**config.mk**
```make
export PLATFORM = sky130hd
export DESIGN_NAME = seg_frame_shifter_flat
export DESIGN_NICKNAME = d
export VERILOG_FILES = /design/src/rtl/seg_pkg.sv /design/src/rtl/seg_frame_shifter_if.sv /design/src/rtl/seg_phase_tick.sv /design/src/rtl/seg_frame_shifter.sv /design/src/flat_wrapper.sv
export SDC_FILE = /design/constraint.sdc
export NUM_CORES = 1
export LEC_CHECK = 0
export CORE_ASPECT_RATIO = 1.25
export CORE_MARGIN = 4
export CORE_UTILIZATION = 47
export DETAILED_ROUTE_END_ITERATION = 8
export GPL_TIMING_DRIVEN = 1
export PLACE_DENSITY = 0.75
export RECOVER_POWER = 100
export SLEW_MARGIN = 5
export SYNTH_ARGS = -nofsm -noshare
export SYNTH_HDL_FRONTEND = slang
export SYNTH_HIERARCHICAL = 1
export SYNTH_SLANG_ARGS = --single-unit
```
**constraint.sdc**
```tcl
create_clock -name clk -period 2.2 [get_ports clk]
set_input_delay 0.44 -clock clk [delete_from_list [all_inputs] [get_ports clk]]
set_output_delay 0.44 -clock clk [all_outputs]
set_load 0.02 [all_outputs]
```
**src/rtl/seg_pkg.sv**
```systemverilog
// Shared types and constants for the 7-segment frame path: FSM states, frame width and
// active-low segment encodings (bit 7 = seg a ... bit 0 = dp).
package seg_pkg;

  localparam int unsigned SEG_FRAME_W     = 64;
  localparam logic [7:0]  SEG_BLANK_DIGIT = 8'hFF;
  localparam logic [7:0]  SEG_CHAR_DASH   = 8'hFD;

  typedef enum logic [1:0] {
    IDLE,
    SHIFT_LO,
    SHIFT_HI,
    FINISH
  } seg_state_e;

  // Hex-free decimal digit encoder used by the score text; anything else renders blank.
  function automatic logic [7:0] seg_digit(input logic [3:0] d);
    logic [7:0] s;
    case (d)
      4'd0:    s = 8'h03;
      4'd1:    s = 8'h9F;
      4'd2:    s = 8'h25;
      4'd3:    s = 8'h0D;
      4'd4:    s = 8'h99;
      4'd5:    s = 8'h49;
      4'd6:    s = 8'h41;
      4'd7:    s = 8'h1F;
      4'd8:    s = 8'h01;
      4'd9:    s = 8'h09;
      default: s = SEG_BLANK_DIGIT;
    endcase
    return s;
  endfunction

endpackage

```
**src/rtl/seg_frame_shifter_if.sv**
```systemverilog
// Request/status bundle between the score logic (master) and the frame shifter (slave).
interface seg_frame_shifter_if
  import seg_pkg::*;
#(
  parameter int unsigned FRAME_W = SEG_FRAME_W
);

  logic [FRAME_W-1:0] num;
  logic               load;
  logic               busy;
  logic               done;

  modport master (output num, output load, input busy, input done);
  modport slave  (input num, input load, output busy, output done);

endinterface

```
**src/rtl/seg_phase_tick.sv**
```systemverilog
// Serial-clock phase divider: counts 0..CLK_DIV-1 and pulses tick_o on the wrap cycle.
module seg_phase_tick #(
  parameter int unsigned CLK_DIV = 4
) (
  input  logic clk_i,
  input  logic rst_ni,
  input  logic clr_i,
  output logic tick_o
);

  localparam int unsigned CntW = (CLK_DIV > 1) ? $clog2(CLK_DIV) : 1;
  localparam logic [CntW-1:0] CntMax = CntW'(CLK_DIV - 1);

  logic [CntW-1:0] cnt_q, cnt_d;

  assign tick_o = !clr_i && (cnt_q == CntMax);

  always_comb begin
    cnt_d = cnt_q + 1'b1;
    if (clr_i || tick_o) cnt_d = '0;
  end

  always_ff @(posedge clk_i or negedge rst_ni) begin
    if (!rst_ni) cnt_q <= '0;
    else         cnt_q <= cnt_d;
  end

endmodule

```
**src/rtl/seg_frame_shifter.sv**
```systemverilog
// Shifts a 64-bit 7-seg frame MSB-first into a 74HC164 chain with a load/busy/done handshake.
// Optional build macro SEG_AUTO_REFRESH_EN: resend automatically whenever num differs from last frame.
module seg_frame_shifter
  import seg_pkg::*;
#(
  parameter int unsigned FRAME_W = SEG_FRAME_W,
  parameter int unsigned CLK_DIV = 4
) (
  input  logic                clk,
  input  logic                rst,
  seg_frame_shifter_if.slave  bus,
  output logic                SEGCLK,
  output logic                SEGCLR,
  output logic                SEGDT,
  output logic                SEGEN
);

  localparam int unsigned BitW = $clog2(FRAME_W);

  seg_state_e         state_q, state_d;
  logic [FRAME_W-1:0] shreg_q, shreg_d;
  logic [BitW-1:0]    bit_cnt_q, bit_cnt_d;
  logic               pending_q, pending_d;
  logic               segclk_q, segclr_q, segdt_q, segen_q, busy_q, done_q;
  logic               segdt_d, segen_d;
  logic               tick, phase_clr, start, capture;

`ifdef SEG_AUTO_REFRESH_EN
  logic [FRAME_W-1:0] last_sent_q, last_sent_d;
  assign start = bus.load || (bus.num != last_sent_q);
`else
  assign start = bus.load;
`endif

  assign phase_clr = !(state_q == SHIFT_LO || state_q == SHIFT_HI);

  seg_phase_tick #(
    .CLK_DIV(CLK_DIV)
  ) u_phase_tick (
    .clk_i (clk),
    .rst_ni(rst),
    .clr_i (phase_clr),
    .tick_o(tick)
  );

  always_comb begin
    state_d   = state_q;
    shreg_d   = shreg_q;
    bit_cnt_d = bit_cnt_q;
    pending_d = pending_q;
    capture   = 1'b0;
    case (state_q)
      IDLE: begin
        if (start) begin
          capture = 1'b1;
          state_d = SHIFT_LO;
        end
      end
      SHIFT_LO: begin
        if (bus.load) pending_d = 1'b1;
        if (tick) state_d = SHIFT_HI;
      end
      SHIFT_HI: begin
        if (bus.load) pending_d = 1'b1;
        if (tick) begin
          shreg_d   = shreg_q << 1;
          bit_cnt_d = bit_cnt_q + 1'b1;
          state_d   = (bit_cnt_q == BitW'(FRAME_W - 1)) ? FINISH : SHIFT_LO;
        end
      end
      FINISH: begin
        // Back-to-back frame: no IDLE gap when a request arrived during the last one.
        if (pending_q || bus.load) begin
          capture   = 1'b1;
          pending_d = 1'b0;
          state_d   = SHIFT_LO;
        end else begin
          state_d = IDLE;
        end
      end
      default: state_d = IDLE;
    endcase
    if (capture) begin
      shreg_d   = bus.num;
      bit_cnt_d = '0;
    end
  end

`ifdef SEG_AUTO_REFRESH_EN
  assign last_sent_d = capture ? bus.num : last_sent_q;

  always_ff @(posedge clk or negedge rst) begin
    if (!rst) last_sent_q <= '0;
    else      last_sent_q <= last_sent_d;
  end
`endif

  // Outputs are decoded from the next state so every pin comes straight from a flop.
  assign segdt_d = (state_d == SHIFT_LO) ? shreg_d[FRAME_W-1] : segdt_q;
  assign segen_d = segen_q || (state_d == FINISH);

  always_ff @(posedge clk or negedge rst) begin
    if (!rst) begin
      state_q   <= IDLE;
      shreg_q   <= '0;
      bit_cnt_q <= '0;
      pending_q <= 1'b0;
      segclk_q  <= 1'b0;
      segclr_q  <= 1'b0;
      segdt_q   <= 1'b0;
      segen_q   <= 1'b0;
      busy_q    <= 1'b0;
      done_q    <= 1'b0;
    end else begin
      state_q   <= state_d;
      shreg_q   <= shreg_d;
      bit_cnt_q <= bit_cnt_d;
      pending_q <= pending_d;
      segclk_q  <= (state_d == SHIFT_HI);
      segclr_q  <= 1'b1;
      segdt_q   <= segdt_d;
      segen_q   <= segen_d;
      busy_q    <= (state_d == SHIFT_LO) || (state_d == SHIFT_HI);
      done_q    <= (state_d == FINISH);
    end
  end

  assign bus.busy = busy_q;
  assign bus.done = done_q;
  assign SEGCLK   = segclk_q;
  assign SEGCLR   = segclr_q;
  assign SEGDT    = segdt_q;
  assign SEGEN    = segen_q;

endmodule

```
**src/flat_wrapper.sv**
```systemverilog
// flat-port wrapper written by rule: the top's interface ports become plain ports
module seg_frame_shifter_flat import seg_pkg::*;
#(
  parameter int unsigned FRAME_W = SEG_FRAME_W,
  parameter int unsigned CLK_DIV = 4
)
  (clk, rst, SEGCLK, SEGCLR, SEGDT, SEGEN, bus_num, bus_load, bus_busy, bus_done);
  seg_frame_shifter_if #(.FRAME_W(FRAME_W)) bus_i ();
  input  logic clk;
  input  logic rst;
  output logic SEGCLK;
  output logic SEGCLR;
  output logic SEGDT;
  output logic SEGEN;
  input wire logic [$bits(bus_i.num)-1:0] bus_num;
  input wire logic [$bits(bus_i.load)-1:0] bus_load;
  output wire logic [$bits(bus_i.busy)-1:0] bus_busy;
  output wire logic [$bits(bus_i.done)-1:0] bus_done;
  assign bus_i.num = bus_num;
  assign bus_i.load = bus_load;
  assign bus_busy = bus_i.busy;
  assign bus_done = bus_i.done;
  seg_frame_shifter #(.FRAME_W(FRAME_W), .CLK_DIV(CLK_DIV)) u_core (.clk(clk), .rst(rst), .bus(bus_i), .SEGCLK(SEGCLK), .SEGCLR(SEGCLR), .SEGDT(SEGDT), .SEGEN(SEGEN));
endmodule
```
Yosys cells after proc, flatten, opt, wreduce, memory -nomap -nowiden
Index checks and enable logic that the tools add are counted.

cells by class
  reduce and logical (&&, ||, !) cells = 14
  add/subtract/negate cells = 2
  equality and inequality tests = 10
  multiplexer cells = 19

operators by type and width
  operator                                                          number
  64-bit 2-to-1 mux                                                 3
  6-bit 2-to-1 mux                                                  3
  2-bit == test (second input constant)                             5
  2-bit 2-to-1 mux                                                  5
  2-bit case mux with 4 select lines                                1
  6-bit by 1-bit adder with 6-bit output (second input constant)    1
  6-bit == test (second input constant)                             1
  2-bit nonzero test                                                3
  1-bit logical OR                                                  5
  1-bit 2-to-1 mux                                                  5
  2-bit by 1-bit == test with 1-bit output (second input constant)  2
  2-bit by 1-bit != test with 1-bit output (second input constant)  2
  1-bit case mux with 2 select lines                                2
  3-bit AND reduction                                               1
  2-bit by 1-bit adder with 2-bit output (second input constant)    1
  2-bit zero test                                                   1
  2-bit AND reduction                                               1
  2-bit OR reduction                                                1
  1-bit logical AND                                                 1
  1-bit zero test                                                   1

word-level totals
  output and inout port bits = 6
  flip-flop bits (word level) = 81
  input bits = 67
  logic and storage cells = 57

Depth between registers and ports, before layout
Gate-level depths: netlist of the first run.

  depth in word-level cells = 7
  gate-level depth with buffers = 10
  mapped depth without buffers = 10

Cells and area by module
The synthesis of the first run kept the hierarchy.

by module, submodules not included
  module             seq. area each (um^2)  cells each  instances  area each (um^2)
  seg_frame_shifter  1976.9                 421         1          3636.0
  seg_phase_tick     50.0                   6           1          86.3

Worst setup path before layout of the first run
No wires, ideal clock.

  kind = register to register
  start point = register u_core.state_q[0]
  end point = register u_core.segdt_q, in the netlist u_core/SEGDT
  cell stages (with the launch flop) = 11
  setup time = 0.125 ns
  path slack = -0.183 ns
  clock period less this slack = 2.383 ns
  data arrival time = 2.258 ns
  data required time = 2.075 ns
  buffers on the path = 1
  cells stage by stage = dfrtp_1 -> inv_1 -> ha_1 -> inv_1 -> nor2b_1 -> nand2_1 -> clkbuf_1 -> nand3_1 -> a2bb2oi_1 -> ha_1 -> mux2_4

on the way
  cells in the longest elaborated chain, start to end = 6
  elaborated cells between the ends (all ways) = 15
  classes of those cells = 4 x eq/ne; 8 x mux; 3 x reduce/logical

ends and longest elaborated chain
  item                                                                              RTL line                                          text
  start, declared                                                                   seg_frame_shifter.sv:20                           seg_state_e state_q, state_d;
  start signal, assigned                                                            seg_frame_shifter.sv:115                          state_q <= state_d;
  2-bit by 1-bit == test with 1-bit output / 2-bit == test (equally long branches)  seg_frame_shifter.sv:35                           assign phase_clr = !(state_q == SHIFT_LO || state_q == SHIFT_HI);
  1-bit logical OR (*)                                                              seg_frame_shifter.sv:35
  1-bit logical AND (*)                                                             seg_phase_tick.sv:16                              assign tick_o = !clr_i && (cnt_q == CntMax);
  net u_core.tick                                                                   seg_frame_shifter.sv:26                           logic tick, phase_clr, start, capture;
  2-bit 2-to-1 mux, on equally long branches                                        seg_frame_shifter.sv:65, seg_frame_shifter.sv:61
  2-bit case mux with 4 select lines (*)                                            seg_frame_shifter.sv:52                           case (state_q)
  net u_core.state_d[0]                                                             seg_frame_shifter.sv:20
  2-bit by 1-bit == test with 1-bit output (*)                                      seg_frame_shifter.sv:99                           assign segdt_d = (state_d == SHIFT_LO) ? shreg_d[FRAME_W-1] : segdt_q;
  end signal, assigned                                                              seg_frame_shifter.sv:121                          segdt_q <= segdt_d;
  end, declared                                                                     seg_frame_shifter.sv:24                           logic segclk_q, segclr_q, segdt_q, segen_q, busy_q, done_q;

Mark *: on every way through the listed nets, which the timed path passes. The rest lies on a longest branch. The select of a mux whose other input is x is not followed.
A chain may end at the register's enable or synchronous reset.

Final worst setup path of the first run
  start point = register u_core.state_q[0]
  end point = register u_core.segdt_q, in the netlist u_core/SEGDT

on the way
  cells in the longest elaborated chain, start to end = 6
  elaborated cells between the ends (all ways) = 15
  classes of those cells = 4 x eq/ne; 8 x mux; 3 x reduce/logical

ends and longest elaborated chain
  item                                                                              RTL line                 text
  2-bit by 1-bit == test with 1-bit output / 2-bit == test (equally long branches)  seg_frame_shifter.sv:35
  1-bit logical OR (*)                                                              seg_frame_shifter.sv:35
  1-bit logical AND (*)                                                             seg_phase_tick.sv:16
  net u_core.tick                                                                   seg_frame_shifter.sv:26
  64-bit 2-to-1 mux (*)                                                             seg_frame_shifter.sv:65  if (tick) begin
  64-bit 2-to-1 mux (*)                                                             seg_frame_shifter.sv:52
  64-bit 2-to-1 mux (*)                                                             seg_frame_shifter.sv:83  if (capture) begin
  net u_core.shreg_d[63]                                                            seg_frame_shifter.sv:21  logic [FRAME_W-1:0] shreg_q, shreg_d;

Marks and branches as above.

==> metrics, run 1 <==
Post-synth EDFFs 0; TritonCTS clock tree built; Max Fclk 467 MHz; crit end category register; DP HPWL 5330 microns; net count after synthesis 504; Async S/R FF share, synth 1.00; Post-Synth Simple-Gate Area 0.233; Die Width 87.6 microns; PD cells 1130 nW/um^2; top cells by area, synth dfrtp_1, nand2_1, a31oi_1; H-tree depth 3; endpoints failing hold 0; nets about 570; routed wire length 8120 microns; Slew @ Worst Pin 1030 ps; die height approximately 110 microns; Seq. cell area 2030 sq um; multiplexer area fraction after synthesis 0.0121; GRT overflow 0; top-area cell type share of the netlist area 0.545; post-synthesis xor/xnor area fraction 0.0118; fin util 0.628; Syn Inst Count 427; final worst path period need 2140 ps; Synth Warn # 6; wire per inst 13.6 microns; vias post-DR 3143; num rows 36; main combinational cell family by area after synthesis simple AND/OR/NAND/NOR gates; post-synthesis cell area 3720 sq um; CP Class register to register; Clock Latency Late Sink 350 ps; crit path DAT ~2400 ps; complex-gate fraction of the synthesized area 0.124; initial antenna violation count 0; Routed Antenna Nets 0; TNS Setup 0 ps; Rel. slew slack 0.312; Hold Crit Class input pin to asynchronous set/reset pin; Root Buffer clkbuf_8; final slew viol count 0; Reg2Reg Setup Slack 60 ps; Starting Density 0.480; clk slew on worst S/H paths 80 ps; Post-CTS Hold Buffers 0; drt pass-1 iters 4; final setup vio count 0; top-level port count 73; P&R area growth vs syn 30.8%; area of the die 9420 sq um; DR iter-0 viols 186; Lkg Pwr 2.18 nW; Post-Syn Area per Cell approximately 8.7 sq um; CP Launch Type register; clk buf depth 2; Distinct cells, synth 29; layout cell share with drive strength beyond 1 0.0918; Sink Count 81; first-pass GRT wire length 13100 microns; core outline area between 7000 and 8000 sq um; Yosys reg bits 81; Max Cap Viol 0; most common cell in the synthesized netlist nand2_1; sequential area share after synthesis 0.545; vias in the first global route just under 3000; Reg-to-Reg End u_core/SEGDT; CP required 2440 ps; status finished, final reports clean; Crit Path Max Fanout 6; Reg2Reg Depth 8; fin crit share 0.973; largest net degree at the start of global routing 68; # diodes 0; FILL cells 662; Yosys top cell by area dfrtp_1; I/O Buffers 72; area of the multi-input gates 1590 sq um; routability cong. 0.778; most frequent cells after synthesis nand2_1, dfrtp_1, nor2_1; area share of fa/ha/maj cells after synthesis 0.0336; CTS Buf Count 9; total track usage 0.176; Max VDD drop between 0.0005 and 0.0006 V; Clock Skews 9.21 ps; RR Startpoint u_core/state_q[0]; Via density 5.27; Primary FF master, synth dfrtp_1; Post-route DRC 0
==> flip-flops by register name, indices dropped and copies added, names as in the netlist <==
signal / flops
u_core/state_q: 2
u_core/SEGDT: 1
u_core/SEGCLK: 1
u_core/shreg_q: 64
u_core/bus.busy: 1
u_core/SEGEN: 1
u_core/u_phase_tick/cnt_q: 2
u_core/bus.done: 1
u_core/bit_cnt_q: 6
u_core/pending_q: 1
u_core/SEGCLR: 1
==> layout by cell type, fill, tap and decap left out, types with 5 or more instances in the layout <==
cell type          n
buf_12             6
nand2_1          132
ha_1               8
clkbuf_8           9
buf_4              8
nand3_1            5
a31oi_1           63
nor2_1            67
clkdlybuf4s50_1   71
dfrtp_1           81
==> routing by layer <==
layer | global-route usage | share of wire | vias to the layer above
met1 | 0.223 | 0.44 | 1504
li1 | - | - | 1554
met5 | 0 | 0 | -
met2 | 0.290 | 0.50 | 75
met4 | 0.0669 | 0.015 | 0
met3 | 0.0383 | 0.050 | 10
==> area by class of cell <==
cell class | instances | area share
inverters | 5 | 0.00386
flip-flops and latches | 81 | 0.416
well taps | 95 | 0.0244
clock buffers | 11 | 0.0270
multi-input cells | 312 | 0.327
repair buffers | 87 | 0.185
clock inverters | 5 | 0.0164
==> cell families (layout without fill, tap and decap cells) <==
kind of cell,count (synthesis),count (layout)
AO/OA/AOI/OAI,74,74
XOR/XNOR,5,5
adder cells (fa/ha/maj),10,10
buffers and inverters,34,108
flip-flops,81,81
multiplexers,3,3
other,1,1
AND/OR/NAND/NOR,219,219
==> worst max-delay path, cell delays in order, from the launching register on <==
cell and delay [ps]:
dfrtp_1 410, inv_2 80, ha_4 260, inv_1 70
nor2b_4 200, and2_4 200, mux2_4 300, mux2_4 260
mux2_4 250
==> per-stage QoR <==
step | std cells | worst slack (ps) | hold slack (ps) | cell area (sq um) | power, mW
after global routing | 596 | -24.4 | 332 | 4870 | 5.89
after floorplan | 427 | 10.6 | 144 | 3740 | 3.64
after detailed placement | 576 | 14.2 | 437 | 4620 | 4.29
after global placement | 576 | 81.8 | 439 | 4620 | 4.21
after CTS | 592 | 12.8 | 77.2 | 4830 | 5.47
final | 596 | 58.8 | 250 | 4870 | 5.48
==> repair_timing <==
action / 4_1_cts / 5_1_grt
endpoints found under the setup margin: 0 / 2
gates resized for setup: 0 / 9
setup buffers: 0 / 4
==> worst max-delay path by stage <==
| stage | from | end | cells after the start | slack, ps |
|---|---|---|---|---|
| after floorplan | u_core/state_q[0] | u_core/SEGDT | 9 | 10 |
| after global placement | u_core/state_q[1] | u_core/SEGDT | 10 | 80 |
| after detailed placement | u_core/state_q[1] | u_core/SEGDT | 10 | 10 |
| after CTS | u_core/state_q[1] | u_core/SEGDT | 10 | 10 |
| after global routing | u_core/state_q[1] | u_core/SEGDT | 8 | -20 |
| final | u_core/state_q[0] | u_core/SEGDT | 8 | 60 |
==> where the power goes <==
part | internal (mW) | switching, mW | total, mW
Combinational | 0.929 | 0.934 | 1.86
Sequential | 2.13 | 0.336 | 2.46
Clock | 0.638 | 0.516 | 1.15
Total | 3.69 | 1.79 | 5.48
(Power assumes the default switching activity.)
==> run 2: changes to the inputs <==
- TNS_END_PERCENT: default -> 1
==> results of run 2 <==
No change in the layout: final DEF, timing and power equal those of run 1.
==> run 3: changes to the inputs <==
- CORE_UTILIZATION: 47 -> 52
- PLACE_DENSITY: 0.75 -> 0.78
- SETUP_SLACK_MARGIN: default -> 0.15
- clock period: 2.2 -> 2.23 ns (I/O delays scaled with it)
==> metrics, run 3 (same netlist as run 1, synthesis figures left out) <==
placed instance count 567 (-1.6%); routability cong. 0.873 (+12%); Final Non-Filler Cells 597 (+0.17%); Max Fclk 453 MHz (-3.0%); max reg flops 64 (unchanged); Largest Register u_core/shreg_q; RSZ-0062 raised after global routing true; CP required 2440 ps (about the same); CTS Buf Count 9 (unchanged); Sink Count 81 (unchanged); final slew viol count 0 (unchanged); Lkg Pwr 2.20 nW (+1.1%); DR iter-0 viols 227 (+22%); Hold Crit Class input pin to asynchronous set/reset pin; crit end category register; GRT overflow 0 (unchanged); slowest stage cell, crit path dfrtp_1; I/O Buffers 72 (unchanged); Max VDD drop 0.000604 V (+18%); first-pass GRT wire length 13800 microns (+5.4%); wire per inst 14.2 microns (+4.0%); PD cells 1100 nW/um^2 (-2.0%); top-level port count 73 (unchanged); clk buf depth 2 (unchanged); # diodes 0 (unchanged); H-tree depth 3 (unchanged); largest net degree at the start of global routing 71 (+4.4%); Post-Place Cell Area 4550 sq um (-1.6%); delay of the slowest cell on the worst path 400 ps (about the same); endpoints failing hold 0 (unchanged); drt pass-1 iters 4 (unchanged); Final Cell Area 4870 sq um (+0.10%); Regs by FF count u_core/shreg_q x64, u_core/bit_cnt_q x6; TritonCTS clock tree built; final worst path period need 2210 ps (+65.6 ps); commonest non-fill, non-tap cells in the layout nand2_1, dfrtp_1, clkdlybuf4s50_1; num rows 34 (-5.6%); vias post-DR 3197 (+1.7%); Clock Skews 9.36 ps (+0.155 ps); clk slew on worst S/H paths 80 ps (about the same); core outline area 6980 sq um (-9.9%); Root Buffer clkbuf_8; Starting Density 0.534 (+0.0531); Crit Path Max Fanout 5 (-1); Routed Antenna Nets 0 (unchanged); P&R area growth vs syn 30.9%; fin crit share 0.990 (+0.0163); vias in the first global route 3099 (+5.4%); crit path DAT 2420 ps (+40 ps); Max Cap Viol 0 (unchanged); final setup vio count 0 (unchanged); Post-CTS Hold Buffers 0 (unchanged); worst path buffer plus inverter count 2 (unchanged); status finished, final reports clean; cell family with most CP delay adder cells; Clock Latency Late Sink 330 ps (-20 ps); layout cell share with drive strength beyond 1 0.118 (+0.0265); Via density 5.36 (+1.5%); area of the die 8580 sq um (-8.8%); die height 103 microns (-4.6%); Post-route DRC 0 (unchanged); initial antenna violation count 0 (unchanged); routed wire length 8460 microns (+4.2%); CP Launch Type register; Rel. slew slack 0.224 (-0.0877); DP HPWL 5230 microns (-1.9%); Die Width 83.7 microns (-4.5%); crit path cell chain inv_2 > ha_4 > inv_4 > nor2b_4 > nor2b_1 > o21ai_1 > nand3_1 > a2bb2oi_2 > ha_2 > mux2_4; CP Class register to register; most common cell after layout, fill and taps aside nand2_1; Slew @ Worst Pin 1160 ps (+132 ps); total track usage 0.197 (+0.0209); nets 580 (+1.2%)
-- run 3: cell count changes in the layout (fill, tap and decap cells not counted), sizes merged --
cell,delta
buf,+7
bufinv,-2
clkbuf,+1
clkinv,-1
inv,+1
-- run 3: power by group --
| part | internal (mW) | switching, mW |
|---|---|---|
| clock | 0.494 | 0.494 |
| combinational | 0.968 | 0.993 |
| sequential | 2.10 | 0.327 |
| total | 3.56 | 1.81 |
-- run 3: area by class of cell --
cell class                      instances  area [sq um]
Fill cell                             562          2100
Sequential cell                        81          2030
Multi-Input combinational cell        312          1620
Timing Repair Buffer                   94           903
Clock buffer                           12           165
Tap cell                               90           113
Clock inverter                          3          23.8
Inverter                                5          21.3
-- run 3: per-stage QoR --
step	utilization	power (mW)	setup TNS [ps]	hold slack, ps	setup slack (ps)
finish	0.699	5.37	0	325	23.2
global route	0.699	5.77	-71.8	409	-38.0
CTS	0.695	5.33	0	131	147
detailed placement	0.652	4.15	0	445	22.1
global placement	0.652	4.06	0	433	144
floorplan	-	3.62	0	150	156
-- run 3: worst reg2reg max path, stage by stage (launching register included) --
cell and delay [ps]:
dfrtp_1 400, inv_2 90, ha_4 290, inv_4 40
nor2b_4 200, nor2b_1 90, o21ai_1 160, nand3_1 150
a2bb2oi_2 190, ha_2 200, mux2_4 290
-- run 3: repair_timing --
action,4_1_cts,5_1_grt
gates cloned,0,0
buffers inserted,12,3
setup endpoints to repair,4,23
pin swaps,6,4
gates resized for setup,6,6
-- run 3: final timing paths --
check	start	end	slack (ps)	depth (start not counted)
worst max register to register	u_core/state_q[0]	u_core/SEGDT	20	10
worst min-delay path	rst	u_core/shreg_q[27]	320	1
worst max-delay path	u_core/state_q[0]	u_core/SEGDT	20	10
max in group asynchronous	rst	u_core/shreg_q[33]	510	2
worst min register to register	u_core/u_phase_tick/cnt_q[0]	u_core/u_phase_tick/cnt_q[0]	440	1
min in group clk	u_core/u_phase_tick/cnt_q[0]	u_core/u_phase_tick/cnt_q[0]	440	1
-- run 3: routing by layer --
layer  GRT usage  vias up  wire, microns
met5           0        -              0
met4      0.0594        0             65
met3      0.0432        4            366
met2       0.336       73           4290
met1       0.253     1555           3730
li1            -     1565              -
